<file path="config.mk">
export PLATFORM = sky130hd
export DESIGN_NAME = coin_scheduler
export DESIGN_NICKNAME = d
export VERILOG_FILES = /design/src/rtl/vending_pkg.sv /design/src/rtl/rr_arbiter3.sv /design/src/rtl/coin_scheduler.sv
export SDC_FILE = /design/constraint.sdc
export NUM_CORES = 1
export LEC_CHECK = 0
export CAP_MARGIN = 25
export CORE_UTILIZATION = 40
export DETAILED_ROUTE_END_ITERATION = 10
export GPL_TIMING_DRIVEN = 0
export PLACE_DENSITY = 0.58
export REMOVE_ABC_BUFFERS = 1
export SLEW_MARGIN = 25
export SYNTH_ARGS = -nofsm -noshare
export SYNTH_HDL_FRONTEND = slang
export SYNTH_HIERARCHICAL = 1
export SYNTH_SLANG_ARGS = --single-unit
</file>
<file path="constraint.sdc">
create_clock -name i_clk -period 3 [get_ports i_clk]
set_input_delay 0.75 -clock i_clk [delete_from_list [all_inputs] [get_ports i_clk]]
set_output_delay 0.75 -clock i_clk [all_outputs]
set_load 0.005 [all_outputs]
</file>
<file path="src/rtl/vending_pkg.sv">
// rtl/vending_pkg.sv - shared types and coin constants for the coin scheduler
package vending_pkg;

    typedef enum logic [1:0] {
        NICKLE  = 2'd0,
        DIME    = 2'd1,
        QUARTER = 2'd2
    } coin_e;

    localparam logic [2:0] NICKLE_VALUE  = 3'd1;
    localparam logic [2:0] DIME_VALUE    = 3'd2;
    localparam logic [2:0] QUARTER_VALUE = 3'd5;

    localparam int PRICE_DEFAULT = 4;

    typedef enum logic [2:0] {
        S_IDLE,
        S_ISSUE,
        S_GAP,
        S_WAIT_SODA,
        S_HOLDOFF
    } sched_state_e;

    // Value in nickels of a one-hot coin vector indexed by coin_e.
    function automatic logic [2:0] coin_value(input logic [2:0] onehot);
        coin_value = 3'd0;
        if (onehot[NICKLE])  coin_value = NICKLE_VALUE;
        if (onehot[DIME])    coin_value = DIME_VALUE;
        if (onehot[QUARTER]) coin_value = QUARTER_VALUE;
    endfunction

endpackage

</file>
<file path="src/rtl/rr_arbiter3.sv">
// rtl/rr_arbiter3.sv - three-way round-robin arbiter, pointer marks highest priority
module rr_arbiter3
    import vending_pkg::*;
(
    input  logic       i_clk,
    input  logic       i_rst_n,
    input  logic [2:0] i_req,
    input  logic       i_advance,
    output logic [2:0] o_grant,
    output logic [1:0] o_ptr
);

    logic [1:0] ptr;
    logic [1:0] ptr_d;
    logic [1:0] c0;
    logic [1:0] c1;
    logic [1:0] c2;

    function automatic logic [1:0] next_idx(input logic [1:0] idx);
        next_idx = (idx == QUARTER) ? NICKLE : idx + 2'd1;
    endfunction

    always_comb begin
        c0      = ptr;
        c1      = next_idx(c0);
        c2      = next_idx(c1);
        o_grant = 3'b000;
        ptr_d   = ptr;
        // The winner's successor becomes the new highest priority.
        if (i_req[c0]) begin
            o_grant[c0] = 1'b1;
            ptr_d       = c1;
        end else if (i_req[c1]) begin
            o_grant[c1] = 1'b1;
            ptr_d       = c2;
        end else if (i_req[c2]) begin
            o_grant[c2] = 1'b1;
            ptr_d       = c0;
        end
    end

    always_ff @(posedge i_clk or negedge i_rst_n) begin
        if (!i_rst_n) begin
            ptr <= NICKLE;
        end else if (i_advance) begin
            ptr <= ptr_d;
        end
    end

    assign o_ptr = ptr;

endmodule

</file>
<file path="src/rtl/coin_scheduler.sv">
// rtl/coin_scheduler.sv - paces detected coins into the vending machine one at a time
module coin_scheduler
    import vending_pkg::*;
#(
    parameter int MAX_PEND = 3,
    parameter int GAP      = 2,
    parameter int HOLD     = 2,
    parameter int PRICE    = PRICE_DEFAULT
) (
    input  logic       i_clk,
    input  logic       i_rst_n,
    input  logic       i_nickle_det,
    input  logic       i_dime_det,
    input  logic       i_quarter_det,
    input  logic       i_soda,
    output logic       o_nickle,
    output logic       o_dime,
    output logic       o_quarter,
    output logic       o_reject,
    output logic       o_busy,
    output logic [2:0] o_credit
);

    localparam int CW   = $clog2(MAX_PEND + 1);
    localparam int TMAX = (GAP > HOLD) ? GAP : HOLD;
    localparam int TW   = (TMAX < 2) ? 1 : $clog2(TMAX + 1);
    localparam logic [CW-1:0] PEND_ONE  = CW'(1);
    localparam logic [CW-1:0] PEND_FULL = CW'(MAX_PEND);

    logic [2:0]    det;
    logic [2:0]    det_q;
    logic [2:0]    ev;
    logic [CW-1:0] pend [3];
    logic [2:0]    req;
    logic [2:0]    grant;
    logic [2:0]    take;
    logic [2:0]    drop;
    logic [1:0]    rr_ptr_unused;
    logic          issue;
    logic [2:0]    coin_q;
    logic          reject_q;
    logic [2:0]    credit;
    logic [2:0]    credit_d;
    logic [3:0]    credit_sum;
    logic [TW-1:0] timer;
    logic [TW-1:0] timer_d;
    sched_state_e  state;
    sched_state_e  state_d;

    assign det  = {i_quarter_det, i_dime_det, i_nickle_det};
    assign ev   = det & ~det_q;
    assign take = grant & {3{issue}};

    always_comb begin
        req  = 3'b000;
        drop = 3'b000;
        for (int i = 0; i < 3; i++) begin
            req[i]  = (pend[i] != '0);
            drop[i] = ev[i] & ~take[i] & (pend[i] == PEND_FULL);
        end
    end

    rr_arbiter3 u_arb (
        .i_clk     (i_clk),
        .i_rst_n   (i_rst_n),
        .i_req     (req),
        .i_advance (issue),
        .o_grant   (grant),
        .o_ptr     (rr_ptr_unused)
    );

    assign credit_sum = {1'b0, credit} + {1'b0, coin_value(grant)};

    always_comb begin
        state_d  = state;
        timer_d  = timer;
        credit_d = credit;
        issue    = 1'b0;
        // A soda outside WAIT_SODA means we lost sync with the machine; same recovery.
        if (i_soda) begin
            credit_d = 3'd0;
            timer_d  = TW'(HOLD);
            state_d  = S_HOLDOFF;
        end else begin
            case (state)
                S_IDLE: begin
                    if ((req != 3'b000) && (credit < 3'(PRICE))) begin
                        issue    = 1'b1;
                        credit_d = credit_sum[3] ? 3'd7 : credit_sum[2:0];
                        state_d  = S_ISSUE;
                    end
                end
                S_ISSUE: begin
                    if (credit >= 3'(PRICE)) begin
                        state_d = S_WAIT_SODA;
                    end else begin
                        timer_d = TW'(GAP);
                        state_d = S_GAP;
                    end
                end
                S_GAP, S_HOLDOFF: begin
                    if (timer != '0) timer_d = timer - TW'(1);
                    if (timer <= TW'(1)) state_d = S_IDLE;
                end
                S_WAIT_SODA: state_d = S_WAIT_SODA;
                default:     state_d = S_IDLE;
            endcase
        end
    end

    always_ff @(posedge i_clk or negedge i_rst_n) begin
        if (!i_rst_n) begin
            state    <= S_IDLE;
            timer    <= '0;
            credit   <= 3'd0;
            coin_q   <= 3'b000;
            reject_q <= 1'b0;
            det_q    <= 3'b000;
            for (int i = 0; i < 3; i++) pend[i] <= '0;
        end else begin
            state    <= state_d;
            timer    <= timer_d;
            credit   <= credit_d;
            coin_q   <= take;
            reject_q <= |drop;
            det_q    <= det;
            for (int i = 0; i < 3; i++) begin
                if (ev[i] && !take[i] && (pend[i] != PEND_FULL)) begin
                    pend[i] <= pend[i] + PEND_ONE;
                end else if (!ev[i] && take[i]) begin
                    pend[i] <= pend[i] - PEND_ONE;
                end
            end
        end
    end

    assign o_nickle  = coin_q[NICKLE];
    assign o_dime    = coin_q[DIME];
    assign o_quarter = coin_q[QUARTER];
    assign o_reject  = reject_q;
    assign o_credit  = credit;
    assign o_busy    = (state != S_IDLE) || (req != 3'b000);

endmodule

</file>
==> results of run 1 <==
[flip-flops by register name, indices dropped and copies added, names as in the netlist]
register     flops
o_credit         3
o_reject         1
u_arb/o_ptr      2
pend             6
coin_q           3
timer            2
det_q            3
state            3
[what timing repair did]
action                                  4_1_cts  5_1_grt
hold buffers                                  0        0
gates cloned                                  0        0
endpoints found under the setup margin        3        3
pin swaps                                     1        0
setup buffers                                 1        0
hold endpoints to repair                      0        0
gates resized for setup                       1        1
[synthesized netlist by cell type (all sizes together) (3+ instances only)]
master / count / area share
or4: 3 / 0.019
nor2b: 8 / 0.035
dfrtp: 23 / 0.41
nor3b: 3 / 0.016
inv: 9 / 0.024
nand2b: 8 / 0.035
o211a: 3 / 0.021
nor2: 13 / 0.036
a21o: 3 / 0.016
nand3: 3 / 0.011
a211oi: 4 / 0.034
or2: 4 / 0.018
o21ai: 6 / 0.021
xnor2: 3 / 0.019
nor3: 3 / 0.011
a21oi: 10 / 0.035
nand2: 8 / 0.021
ha: 5 / 0.044
[power groups by stage]
stage	registers [W]	clock network [W]	logic (W)
finish	0.000469	0.000144	0.000475
global route	0.000482	0.000163	0.000548
CTS	0.000466	0.000155	0.000483
detailed placement	0.000470	0	0.000477
global placement	0.000467	0	0.000464
floorplan	0.000456	0	0.000349
[through the flow]
stage,instance area (µm²),hold slack (ns),total power [W],setup slack (ns),std cells
global placement,1582,0.5345,0.0009318,0.05182,202
global route,1618,0.4270,0.001193,0.04229,207
finish,1618,0.3960,0.001089,0.1819,207
CTS,1613,0.4062,0.001104,0.1282,207
floorplan,1394,0.4544,0.0008047,0.3764,143
detailed placement,1577,0.5506,0.0009477,0.001962,202
[layer usage]
| metal | global-route usage | vias up | share of wire |
|---|---|---|---|
| li1 | - | 557 | - |
| met1 | 0.1961 | 544 | 0.47 |
| met2 | 0.2796 | 8 | 0.50 |
| met3 | 0.01891 | 2 | 0.019 |
| met4 | 0.05714 | 0 | 0.0077 |
| met5 | 0 | - | 0 |
[critical path: stages (launching register included)]
cell and delay (ns):
dfrtp_1 0.47, nor4_4 0.32, nand2_1 0.11, or4_1 0.41, clkdlybuf4s50_1 0.46
[worst paths after layout]
| path | to | depth (start not counted) | slack, ns |
|---|---|---|---|
| min in group i_clk | timer[1]$_DFFE_PN0P_ | 2 | 0.57 |
| max in group asynchronous | pend[2]$_DFFE_PN0P_ | 1 | 2.25 |
| min | state[0]$_DFFE_PN0P_ | 1 | 0.40 |
| min reg2reg | timer[1]$_DFFE_PN0P_ | 2 | 0.57 |
| max | o_busy | 4 | 0.18 |
| max reg2reg | o_credit[1]$_DFFE_PN0P_ | 11 | 0.27 |
[layout make-up]
| type | instances | area (µm²) | area share |
|---|---|---|---|
| flip-flops and latches | 23 | 575.6 | 0.3558 |
| clock buffers | 4 | 26.28 | 0.01624 |
| repair buffers | 14 | 132.6 | 0.08198 |
| multi-input cells | 110 | 783.3 | 0.4841 |
| well taps | 46 | 57.56 | 0.03558 |
| inverters | 10 | 42.54 | 0.02630 |
[placed cells by master (no fill, tap or decap), types with 5 or more instances in the layout]
master	instances
dfrtp_1	23
clkdlybuf4s50_1	12
nor2_1	11
a21oi_1	10
inv_1	9
nand2b_1	8
nand2_1	8
nor2b_1	8
o21ai_0	6
ha_1	5
[cell families after synthesis]
group / Yosys count / share of synthesized area
mux: 1 / 0.007061
fa+ha+maj: 6 / 0.05825
xor+xnor: 3 / 0.01854
buf+inv: 14 / 0.04678
simple gates: 63 / 0.2692
flops: 23 / 0.4060
compound gates: 37 / 0.1942
==> impl_metrics.py, run 1 <==
metrics = {
    "timing": {
        "finalMaxSlewViolations": 0,
        "rsz0062_at_grt": "no",
        "finalCritPeriodShare": 0.9394,
        "finalHoldViolCount": 0,
        "finalSetupTns_ns": 0,
        "fin_skew_ns": 0.009210,
        "setup_violations": 0,
        "layout_min_cycle_time_ns": 2.818,
        "worst_pin_slew_ns": 0.5457,
        "relSlewSlack": 0.6355,
        "max_freq_mhz": 354.8,
    },
    "power_and_ir_drop": {
        "power.switching_w": 0.0004097,
        "seq_power_share": 0.431,
        "sw_frac_of_total": 0.3764,
        "comb_power_share": 0.437,
        "powerDensity_nw_per_um2": 672.8,
        "leakagePower_nw": 0.6686,
        "clockPowerShare": 0.133,
        "intPower_w": 0.0006788,
        "irDropWorstVdd_v": 0.0002312,
    },
    "routing": {
        "ant_nets": 0,
        "first_iter_violations": 51,
        "wl_per_cell_um": 12.51,
        "drt-total-wl_mm": 2.590,
        "drt-pass1-iter-count": 4,
        "drc": 0,
        "vias": 1111,
        "viasPerCell": 5.367,
    },
    "setup_path": {
        "crit_path_end_kind": "primary output",
        "worstPathRequired_ns": 2.25,
        "cp_max_fo": 6,
        "criticalPathCategory": "reg -> out",
        "startpoint": "pend[3]$_DFFE_PN0P_",
        "start_kind": "register",
        "r2r_start": "pend[0]$_DFFE_PN0P_",
        "cp.arrival_ns": 2.07,
    },
    "synth": {
        "syn_area_um2": 1418,
        "synth_edf_count": 0,
        "yosysWarningCount": 6,
        "synth-main-ff-cell": "dfrtp_1",
        "avgSynthCellArea_um2": 9.644,
        "synth_cells": 147,
        "postSynthRegisterBits": 23,
        "synth_async_sr_flop_share": 1.000,
        "yosysUniqueCellTypes": 45,
        "seq_area_frac_synth": 0.4060,
    },
    "floorplan": {
        "pin_count": 14,
        "rows": 21,
        "core_area_um2": 3363,
        "die_h_um": 61.53,
        "start_util": 0.4215,
        "die_x_um": 61.53,
        "die-area_um2": 3786,
    },
    "run": {
        "maxCapViolCount": 0,
    },
    "clocking": {
        "cts_inserted_buffers": 3,
        "cts-htree-levels": 1,
        "tritoncts": "done",
        "insertion_delay_ns": 0.31,
        "cts_root_buf": "clkbuf_4",
        "cts.path.max_buffers": 2,
        "clkTransAtPathRegs_ns": 0.13,
        "clkSinkCount": 23,
    },
    "status": {
        "status": "completed",
    },
    "global_routing": {
        "grt_pass1_wl_mm": 4.450,
        "grt_max_degree": 24,
        "grt.total_usage": 0.1576,
        "grt_overflow": 0,
        "grt_antenna_before_repair": 0,
        "grt_pass1_vias": 1060,
    },
    "worst_hold_path": {
        "hold_class": "in -> async",
    },
    "placed_design": {
        "place.gp.congestion": 0.7332,
        "dpl.hpwl_mm": 1.887,
        "port_buffers": 13,
    },
    "layout": {
        "layout-drive-gt1-share": 0.1180,
        "syn_to_final_growth_pct": 14.12,
        "n_antenna_cell": 0,
        "nets": 174,
        "postLayoutCoreUtil": 0.4810,
        "fill_cells": 346,
    },
}
(Power assumes the default switching activity.)
==> run 2: changes to the inputs <==
- CORE_MARGIN: default -> 4
==> run 2 against run 1 <==
  * Wire length grew 4.7%
  * Global-route usage shrank 2.3 points
  * Sequential power is essentially flat
  * Die area grew 20%
  * Total power grew 2.2%
  * First-iteration DRC count grew 65%
  * Utilization is essentially flat
  * Sequential share of layout area shrank 0.25 points
  * Clock skew shrank 0.00070 ns
  * Critical path type unchanged
  * Largest cell class unchanged
  * Largest power group unchanged
==> impl_metrics.py, run 2 (synthesis gave the netlist of run 1 again) <==
metrics = {
    "placed_design": {
        "dp_slack_ns": -0.004029,
        "port_buffers": 13,
        "dpl.hpwl_mm": 1.983,
        "place.gp.congestion": 0.8469,
        "place_area_um2": 1577,
    },
    "run": {
        "maxCapViolCount": 0,
    },
    "routing": {
        "drt-pass1-iter-count": 4,
        "wl_per_cell_um": 13.10,
        "drt-total-wl_mm": 2.712,
        "drc": 0,
        "first_iter_violations": 84,
        "vias": 1103,
        "viasPerCell": 5.329,
        "ant_nets": 0,
    },
    "layout": {
        "final_common_cell": "dfrtp_1",
        "layout-drive-gt1-share": 0.1242,
        "n_antenna_cell": 0,
        "largest-register": "pend",
        "final_cell_mix": "dfrtp_1, clkdlybuf4s50_1, nor2_1, a21oi_1, inv_1",
        "largest_reg_flops": 6,
        "fin_area_um2": 1629,
        "syn_to_final_growth_pct": 14.92,
        "nets": 174,
    },
    "clocking": {
        "cts-htree-levels": 1,
        "clkTransAtPathRegs_ns": 0.15,
        "cts.path.max_buffers": 2,
        "tritoncts": "done",
        "clkSinkCount": 23,
        "postCtsHoldBufs": 0,
        "insertion_delay_ns": 0.32,
        "cts_inserted_buffers": 3,
        "cts_root_buf": "clkbuf_4",
    },
    "global_routing": {
        "grt_antenna_before_repair": 0,
        "grt_overflow": 0,
        "grt_pass1_wl_mm": 4.650,
        "grt_max_degree": 24,
        "grt_pass1_vias": 1065,
        "grt.total_usage": 0.1347,
    },
    "floorplan": {
        "pin_count": 14,
        "die_x_um": 67.53,
        "core_area_um2": 3390,
        "die_h_um": 67.53,
        "start_util": 0.4182,
        "die-area_um2": 4560,
        "rows": 21,
    },
    "status": {
        "status": "completed",
    },
    "timing": {
        "finalSetupTns_ns": 0,
        "fin_skew_ns": 0.008508,
        "relSlewSlack": 0.6488,
        "rsz0062_at_grt": "no",
        "layout_min_cycle_time_ns": 2.851,
        "finalMaxSlewViolations": 0,
        "max_freq_mhz": 350.8,
        "finalCritPeriodShare": 0.9503,
        "worst_pin_slew_ns": 0.5268,
        "setup_violations": 0,
        "finalWorstSetupSlack_ns": 0.1490,
        "finalHoldViolCount": 0,
    },
    "power_and_ir_drop": {
        "powerDensity_nw_per_um2": 682.9,
        "irDropWorstVdd_v": 0.0003350,
        "leakagePower_nw": 0.6682,
    },
    "setup_path": {
        "r2r_start": "pend[0]$_DFFE_PN0P_",
        "cp.arrival_ns": 2.10,
        "cp_max_fo": 6,
        "crit_path_end_kind": "primary output",
        "timing.rr.end": "o_credit[1]$_DFFE_PN0P_",
        "worstPathRequired_ns": 2.25,
        "r2r_setup_slack_ns": 0.27,
        "start_kind": "register",
        "rr_worst_depth": 11,
        "criticalPathCategory": "reg -> out",
    },
    "worst_hold_path": {
        "hold_class": "in -> async",
    },
}
## run 2: cell count changes in the layout (fill, tap and decap cells not counted)
cell | previous run | this run
a211oi_2 | 1 | 0
a211oi_4 | 1 | 2
clkbuf_1 | 1 | 0
clkinvlp_4 | 0 | 1
## run 2: power breakdown
part           total, W  switching [W]  internal [W]
clock network  0.000155       0.000104     0.0000509
registers      0.000468      0.0000877      0.000380
logic          0.000489       0.000240      0.000249
## run 2: final cells by class
cell class                 count  area [µm²]
timing repair buffer          14       132.6
clock inverter                 1       7.507
sequential                    23       575.6
clock buffer                   3       22.52
inverter                      10       42.54
multi-input combinational    110       790.8
tap                           46       57.56
fill                         322        1760
## run 2: metal layers
metal | part of all wire | vias to the layer above | track usage
met4 | 0.0074 | 0 | 0.04557
met2 | 0.48 | 11 | 0.2139
li1 | - | 555 | -
met1 | 0.49 | 535 | 0.1861
met5 | 0 | - | 0
met3 | 0.022 | 2 | 0.01997
## run 2: worst max path at each step
stage,start,to,cells after the start
floorplan,pend[0]$_DFFE_PN0P_,o_credit[1]$_DFFE_PN0P_,11
global placement,pend[0]$_DFFE_PN0P_,o_reject$_DFF_PN0_,9
detailed placement,pend[0]$_DFFE_PN0P_,o_reject$_DFF_PN0_,9
CTS,pend[3]$_DFFE_PN0P_,o_busy,4
global route,pend[3]$_DFFE_PN0P_,o_busy,4
finish,pend[3]$_DFFE_PN0P_,o_busy,4
## run 2: per-stage QoR
step	utilization	power, W	hold WS, ns	instances
3_5_place_dp	0.4651	0.0009528	0.5281	202
3_3_place_gp	0.4666	0.0009300	0.5306	202
2_1_floorplan	-	0.0008047	0.4544	143
5_1_grt	0.4806	0.001214	0.4171	207
4_1_cts	0.4769	0.001117	0.3916	207
6_report	0.4806	0.001113	0.3776	207
## run 2: what timing repair did
item / CTS / global route
setup buffers: 1 / 0
pin swaps: 1 / 0
resized for setup: 1 / 2
setup endpoints to repair: 3 / 2
## run 2: critical path, stage by stage, from the launching register on
cell,delay [ns]
dfrtp_1,0.48
nor4_4,0.32
nand2_1,0.10
or4_1,0.42
clkdlybuf4s50_1,0.46
